===== src/rtl/m_pool_buf_ctrl_if.sv =====
// ---------------------------------------------------------------------------
// m_pool_buf_ctrl_if
// Handshake and buffer-address bundle between the ping-pong pool buffer
// sequencer and its neighbours (conv-layer writer, relu/pool reader, frame
// control).
//
// Signals:
//   start        frame start pulse (into controller)
//   busy         frame in progress
//   conv_valid   conv layer offers a pixel (into controller)
//   conv_ready   controller accepts the pixel
//   buf_wr_en    buffer write enable
//   buf_wr_addr  buffer write address (7 bits)
//   pool_ready   pooling layer can take data next cycle (into controller)
//   buf_rd_en    buffer read enable
//   buf_rd_addr  buffer read address (7 bits)
//   rd_valid     buffer read data valid this cycle
//   rd_pos       2x2 window position of the current read data
//   win_last     last pixel of a window is on the read data
//   frame_done   final read data of the frame
//
// Modports:
//   master  the sequencer (m_pool_buf_ctrl)
//   slave   the surrounding datapath / testbench
// ---------------------------------------------------------------------------
interface m_pool_buf_ctrl_if;
  logic       start;
  logic       busy;
  logic       conv_valid;
  logic       conv_ready;
  logic       buf_wr_en;
  logic [6:0] buf_wr_addr;
  logic       pool_ready;
  logic       buf_rd_en;
  logic [6:0] buf_rd_addr;
  logic       rd_valid;
  logic [1:0] rd_pos;
  logic       win_last;
  logic       frame_done;

  modport master (
    input  start, conv_valid, pool_ready,
    output busy, conv_ready, buf_wr_en, buf_wr_addr,
           buf_rd_en, buf_rd_addr, rd_valid, rd_pos, win_last, frame_done
  );

  modport slave (
    output start, conv_valid, pool_ready,
    input  busy, conv_ready, buf_wr_en, buf_wr_addr,
           buf_rd_en, buf_rd_addr, rd_valid, rd_pos, win_last, frame_done
  );
endinterface


===== src/rtl/m_pool_buf_ctrl.sv =====
// ---------------------------------------------------------------------------
// m_pool_buf_ctrl
// Sequencer for the 4 x COLS ping-pong buffer between the first conv layer
// and the relu/pooling layer. The buffer is split into two halves of two rows
// each. The writer fills one half row-major while the reader drains the other
// half in 2x2 windows (TL, TR, BL, BR). A half is only read once it is FULL
// and only written while it is not FULL, so the two sides never collide.
//
// Ports:
//   clk   clock
//   rst   asynchronous reset, active-high
//   bus   m_pool_buf_ctrl_if.master (handshakes, buffer addresses, status)
// ---------------------------------------------------------------------------
module m_pool_buf_ctrl #(
  parameter int COLS      = 26,
  parameter int ROWS      = 26,
  parameter int HALF_SIZE = 2 * COLS
) (
  input logic             clk,
  input logic             rst,
  m_pool_buf_ctrl_if.master bus
);

  typedef enum logic [1:0] {EMPTY, FILLING, FULL} half_state_t;

  localparam logic [6:0] COLS_A    = 7'(COLS);
  localparam logic [6:0] HALF_A    = 7'(HALF_SIZE);
  localparam logic [6:0] COL_LAST  = 7'(COLS - 1);
  localparam logic [6:0] WIN_LAST  = 7'(COLS / 2 - 1);
  localparam logic [6:0] PAIR_LAST = 7'(ROWS / 2 - 1);

  half_state_t half_st [2];

  logic       busy_q;
  logic       frame_done_q;
  logic       rd_valid_q;
  logic [1:0] rd_pos_q;

  logic       wr_half;
  logic       wr_row;
  logic [6:0] wr_col;
  logic [6:0] wr_pair;
  logic       wr_done;

  logic       rd_half;
  logic [6:0] rd_win;
  logic [1:0] iss_pos;
  logic [6:0] rd_pair;

  logic conv_ready_c;
  logic wr_fire;
  logic rd_fire;
  logic wr_half_last;
  logic rd_half_last;
  logic rd_frame_last;
  logic start_ok;

  // Handshake decode. frame_done blocks start because busy has already
  // dropped in that cycle but the frame is not considered over until after it.
  assign conv_ready_c  = busy_q && (half_st[wr_half] != FULL) && !wr_done;
  assign wr_fire       = bus.conv_valid && conv_ready_c;
  assign rd_fire       = busy_q && (half_st[rd_half] == FULL) && bus.pool_ready;
  assign wr_half_last  = wr_row && (wr_col == COL_LAST);
  assign rd_half_last  = (iss_pos == 2'd3) && (rd_win == WIN_LAST);
  assign rd_frame_last = rd_half_last && (rd_pair == PAIR_LAST);
  assign start_ok      = bus.start && !busy_q && !frame_done_q;

  // Address generation: half base + row offset + column. The read column is
  // 2*window plus the right-hand bit of the window position.
  assign bus.buf_wr_addr = (wr_half ? HALF_A : 7'd0) + (wr_row ? COLS_A : 7'd0) + wr_col;
  assign bus.buf_rd_addr = (rd_half ? HALF_A : 7'd0) + (iss_pos[1] ? COLS_A : 7'd0)
                         + {rd_win[5:0], 1'b0} + {6'd0, iss_pos[0]};

  assign bus.busy       = busy_q;
  assign bus.conv_ready = conv_ready_c;
  assign bus.buf_wr_en  = wr_fire;
  assign bus.buf_rd_en  = rd_fire;
  assign bus.rd_valid   = rd_valid_q;
  assign bus.rd_pos     = rd_pos_q;
  assign bus.win_last   = rd_valid_q && (rd_pos_q == 2'd3);
  assign bus.frame_done = frame_done_q;

  // Main sequencer. Writer and reader always act on different halves (the
  // writer never targets a FULL half, the reader only reads a FULL one), so
  // their half-status updates in the same cycle never touch the same entry.
  // The read pipeline registers (rd_valid/rd_pos/frame_done) mirror the
  // buffer's one-cycle read latency.
  always_ff @(posedge clk or posedge rst) begin
    if (rst) begin
      half_st[0]   <= EMPTY;
      half_st[1]   <= EMPTY;
      busy_q       <= 1'b0;
      frame_done_q <= 1'b0;
      rd_valid_q   <= 1'b0;
      rd_pos_q     <= 2'd0;
      wr_half      <= 1'b0;
      wr_row       <= 1'b0;
      wr_col       <= 7'd0;
      wr_pair      <= 7'd0;
      wr_done      <= 1'b0;
      rd_half      <= 1'b0;
      rd_win       <= 7'd0;
      iss_pos      <= 2'd0;
      rd_pair      <= 7'd0;
    end else begin
      frame_done_q <= rd_fire && rd_frame_last;
      rd_valid_q   <= rd_fire;
      if (rd_fire) begin
        rd_pos_q <= iss_pos;
      end

      if (start_ok) begin
        busy_q     <= 1'b1;
        half_st[0] <= EMPTY;
        half_st[1] <= EMPTY;
        wr_half    <= 1'b0;
        wr_row     <= 1'b0;
        wr_col     <= 7'd0;
        wr_pair    <= 7'd0;
        wr_done    <= 1'b0;
        rd_half    <= 1'b0;
        rd_win     <= 7'd0;
        iss_pos    <= 2'd0;
        rd_pair    <= 7'd0;
      end else begin
        if (wr_fire) begin
          if (wr_half_last) begin
            half_st[wr_half] <= FULL;
            wr_half          <= ~wr_half;
            wr_row           <= 1'b0;
            wr_col           <= 7'd0;
            if (wr_pair == PAIR_LAST) begin
              wr_done <= 1'b1;
            end else begin
              wr_pair <= wr_pair + 7'd1;
            end
          end else begin
            half_st[wr_half] <= FILLING;
            if (wr_col == COL_LAST) begin
              wr_col <= 7'd0;
              wr_row <= 1'b1;
            end else begin
              wr_col <= wr_col + 7'd1;
            end
          end
        end

        if (rd_fire) begin
          iss_pos <= iss_pos + 2'd1;
          if (iss_pos == 2'd3) begin
            if (rd_half_last) begin
              half_st[rd_half] <= EMPTY;
              rd_half          <= ~rd_half;
              rd_win           <= 7'd0;
              if (rd_frame_last) begin
                busy_q <= 1'b0;
              end else begin
                rd_pair <= rd_pair + 7'd1;
              end
            end else begin
              rd_win <= rd_win + 7'd1;
            end
          end
        end
      end
    end
  end

endmodule


===== src/flat_wrapper.sv =====
// flat-port wrapper written by rule: the top's interface ports become plain ports
module m_pool_buf_ctrl_flat 
#(
  parameter int COLS      = 26,
  parameter int ROWS      = 26,
  parameter int HALF_SIZE = 2 * COLS
)
  (clk, rst, bus_start, bus_conv_valid, bus_pool_ready, bus_busy, bus_conv_ready, bus_buf_wr_en, bus_buf_wr_addr, bus_buf_rd_en, bus_buf_rd_addr, bus_rd_valid, bus_rd_pos, bus_win_last, bus_frame_done);
  m_pool_buf_ctrl_if bus_i ();
  input logic clk;
  input logic rst;
  input wire logic [$bits(bus_i.start)-1:0] bus_start;
  input wire logic [$bits(bus_i.conv_valid)-1:0] bus_conv_valid;
  input wire logic [$bits(bus_i.pool_ready)-1:0] bus_pool_ready;
  output wire logic [$bits(bus_i.busy)-1:0] bus_busy;
  output wire logic [$bits(bus_i.conv_ready)-1:0] bus_conv_ready;
  output wire logic [$bits(bus_i.buf_wr_en)-1:0] bus_buf_wr_en;
  output wire logic [$bits(bus_i.buf_wr_addr)-1:0] bus_buf_wr_addr;
  output wire logic [$bits(bus_i.buf_rd_en)-1:0] bus_buf_rd_en;
  output wire logic [$bits(bus_i.buf_rd_addr)-1:0] bus_buf_rd_addr;
  output wire logic [$bits(bus_i.rd_valid)-1:0] bus_rd_valid;
  output wire logic [$bits(bus_i.rd_pos)-1:0] bus_rd_pos;
  output wire logic [$bits(bus_i.win_last)-1:0] bus_win_last;
  output wire logic [$bits(bus_i.frame_done)-1:0] bus_frame_done;
  assign bus_i.start = bus_start;
  assign bus_i.conv_valid = bus_conv_valid;
  assign bus_i.pool_ready = bus_pool_ready;
  assign bus_busy = bus_i.busy;
  assign bus_conv_ready = bus_i.conv_ready;
  assign bus_buf_wr_en = bus_i.buf_wr_en;
  assign bus_buf_wr_addr = bus_i.buf_wr_addr;
  assign bus_buf_rd_en = bus_i.buf_rd_en;
  assign bus_buf_rd_addr = bus_i.buf_rd_addr;
  assign bus_rd_valid = bus_i.rd_valid;
  assign bus_rd_pos = bus_i.rd_pos;
  assign bus_win_last = bus_i.win_last;
  assign bus_frame_done = bus_i.frame_done;
  m_pool_buf_ctrl #(.COLS(COLS), .ROWS(ROWS), .HALF_SIZE(HALF_SIZE)) u_core (.clk(clk), .rst(rst), .bus(bus_i));
endmodule

===== config.mk =====
export PLATFORM = sky130hd
export DESIGN_NAME = m_pool_buf_ctrl_flat
export DESIGN_NICKNAME = d
export VERILOG_FILES = /design/src/rtl/m_pool_buf_ctrl_if.sv /design/src/rtl/m_pool_buf_ctrl.sv /design/src/flat_wrapper.sv
export SDC_FILE = /design/constraint.sdc
export NUM_CORES = 1
export LEC_CHECK = 0
export CAP_MARGIN = 0
export CORE_ASPECT_RATIO = 1.4
export CORE_UTILIZATION = 30
export CTS_CLUSTER_SIZE = 40
export DETAILED_ROUTE_END_ITERATION = 16
export GPL_TIMING_DRIVEN = 0
export PLACE_DENSITY = 0.43
export SYNTH_ARGS = -nofsm -noshare
export SYNTH_HDL_FRONTEND = slang
export SYNTH_SLANG_ARGS = --single-unit

===== constraint.sdc =====
create_clock -name clk -period 2.4 [get_ports clk]
set_input_delay 0.36 -clock clk [delete_from_list [all_inputs] [get_ports clk]]
set_output_delay 0.36 -clock clk [all_outputs]
set_load 0.01 [all_outputs]

==> run summary <==
Die area: 10300 µm²
CTS H-tree depth: 2
IO Pins: 28
PD cells: 557 nW/µm²
Main combinational cell family by area after synthesis: simple AND/OR/NAND/NOR gates
Layout cell share with drive strength beyond 1: 0.224
Post-synth EDFFs: 0
Initial antenna violation count: 0
Post-route antenna net violation count: 0
Lkg Pwr: 1.61 nW
Antenna diodes: 0
GRT Util Overall: 0.161
Most common cell after layout, fill and taps aside: dfrtp_1
I/O Buffers: 27
Final Power: 2.11 mW
Setup CP Type: flop to output pin
Layout Nets: 390
Worst-Margin Slew: 633 ps
Worst R2R Setup Slack: 250 ps
Clk sinks: 43
Die W: 86.1 µm
Post-synthesis compound-gate area fraction: 0.152
Critical Path RT: 2040 ps
First-pass GRT wire length: 12.8 mm
Reg clk slew, reported paths: 60 ps
Later-pin clock latency in the skew report: 290 ps
Sw Ratio: 0.301
GRT overflow: 0
RSZ-0062 raised after global routing: true
R2R depth: 7
Clk buf depth: 2
Max-Slew Margin vs Limit: 0.578
Syn_area_per_cell: 9.58 µm²
Crit path capture type: output pin
Core Footprint: 9510 µm²
Min Tclk post-route: 2570 ps
Fmax: 0.389 GHz
Wire per inst: 15.9 µm
Crit share post-route: 1.07
Number of global-route vias before repair: 2480
Final slew viol count: 0
Worst r2r src: u_core.wr_half$_DFFE_PP0P_
Mapped Area: 2970 µm²
DRC violations left: 0
Synthesis-stage register bit count: 43
Number of warning messages in the yosys log: 0
DR vias/cell: 5.12
Critical path arrival: 2210 ps
DR vias: 2506
Initial drt markers: 122
Synth Area in Adders: 0.132
CTS tree: built
Total CTS buffers: 5
Height of the die: 120 µm
Sequential share of power: 0.405
Peak VDD IR: 0.257 mV
Final hold viol count: 0
Clock power frac: 0.321
Internal power: 1.47 mW
Post-route insts no fill: 489
Nature of the critical path startpoint: flop
Root buf cell: clkbuf_16
Sw power: 634 µW
GP Congestion: 0.819
Register area share after synthesis: 0.362
Mux cell area share after synthesis: 0.0451
Crit-path max FO: 3
Synth Area in XOR/XNOR: 0.0236
Area Overhead vs Synth: 27.3%
DPL Wire Length: 5.66 mm
Largest net degree at the start of global routing: 35
Setup Skew: 7.34 ps
Fin area: 3780 µm²
Ys flop type: dfrtp_1
Max-cap violations: 0
Worst slack at placement: -579 ps
Placed Instances: 470
Failing checks: setup timing
Synth Area in Simple Gates: 0.220
HP Class: input port to async pin
RR Endpoint: u_core.wr_pair[1]$_DFFE_PP0P_
Row count: 42
Instance count of the mapped netlist: 310
Final worst setup slack: -168 ps
Final setup violation count: 4
Router iterations before antenna repair: 4
Placed Area: 3430 µm²
WL final: 7.79 mm
Most frequent cells in the layout: 37 x dfrtp_1, 32 x nand2_1, 20 x a21oi_1
Asr flop ratio synth: 1.00
Status: complete, but fails checks
Initial Utilization: 0.312
Syn nets: 344
Comb pwr share: 0.274
Count of different cell masters after synthesis: 57
[power by group through the flow]
stage | combinational (mW) | clock (mW) | sequential [mW]
3_5_place_dp | 0.475 | 0 | 0.879
6_report | 0.577 | 0.677 | 0.852
4_1_cts | 0.530 | 0.698 | 0.860
3_3_place_gp | 0.464 | 0 | 0.878
2_1_floorplan | 0.288 | 0 | 0.850
5_1_grt | 0.644 | 0.728 | 0.863
[kinds of logic after synthesis]
family	after synthesis
and+or+nand+nor	112
AOI/OAI and AO/OA	67
DFF	43
buffers and inverters	38
adders and majority gates	29
muxes	13
xor gates and xnor gates	8
[through the flow]
step                      setup TNS, ps  hold slack (ps)   util
after CTS                          -386              319  0.388
after global placement            -5010              513  0.358
final                              -255              310  0.397
after detailed placement          -2430              522  0.360
after floorplan                       0              478      -
after global routing               -532              341  0.397
[worst max-delay path by stage]
stage | startpoint | endpoint | slack, ps
detailed placement | u_core.rd_half$_DFFE_PP0P_ | bus_buf_rd_addr[6] | -580
finish | u_core.rd_half$_DFFE_PP0P_ | bus_buf_rd_addr[6] | -170
CTS | u_core.rd_half$_DFFE_PP0P_ | bus_buf_rd_addr[6] | -200
floorplan | u_core.rd_half$_DFFE_PP0P_ | bus_buf_rd_addr[6] | 120
global placement | u_core.rd_half$_DFFE_PP0P_ | bus_buf_rd_addr[6] | -590
global route | u_core.rd_half$_DFFE_PP0P_ | bus_buf_rd_addr[6] | -240
[flip-flops by register name, indices dropped and copies added (netlist names), 2 cells and up]
| signal | cells |
|---|---|
| u_core.bus.rd_pos | 2 |
| u_core.iss_pos | 2 |
| u_core.half_st | 4 |
| u_core.rd_win | 7 |
| u_core.wr_pair | 7 |
| u_core.rd_pair | 7 |
| u_core.wr_col | 7 |
[cells in the mapped netlist (4+ instances only)]
cell,n,area (µm²)
dfrtp_1,43,1080
nand2_1,32,120
ha_1,25,313
a21oi_1,24,120
inv_1,23,86.3
nand3_1,11,55.1
mux2i_1,10,100
o21ai_0,10,50.1
o31ai_1,10,75.1
or3_1,9,56.3
clkbuf_1,8,30.0
nor3_1,8,40.0
nand4_1,6,37.5
nor2_1,6,22.5
or4_1,6,45.0
xnor2_1,5,43.8
a21o_1,4,30.0
clkbuf_8,4,55.1
fa_1,4,80.1
nor4_1,4,25.0
or2_2,4,25.0
[cell type report]
cell class                 count  area [µm²]
buffer                        15         108
clock buffer                   7         133
clock inverter                 1        5.00
fill                         968        5730
inverter                      23        90.1
multi-input combinational    229        1840
sequential                    43        1080
tap                          132         165
timing repair buffer          39         354
[worst max-delay path, cell delays in order (launching register included)]
cell        delay [ps]
dfrtp_1            360
clkbuf_8           140
clkinvlp_4          90
fa_1               500
inv_2               50
ha_4               240
a21o_1             160
a21oi_2            130
xnor2_1            120
buf_2              140
[repair_timing]
action	4_1_cts	5_1_grt
endpoints found under the hold margin	0	0
hold buffers	0	0
cloned	0	0
resized for setup	53	10
setup endpoints to repair	11	11
pin swaps	11	6
buffers inserted	8	3
[metal layers]
layer	global-route usage	routed length (µm)	vias to the layer above
met4	0.0708	198	0
met3	0.0234	205	13
met5	0	0	-
met1	0.187	3220	1226
li1	-	-	1225
met2	0.290	4160	42
(Power assumes the default switching activity.)
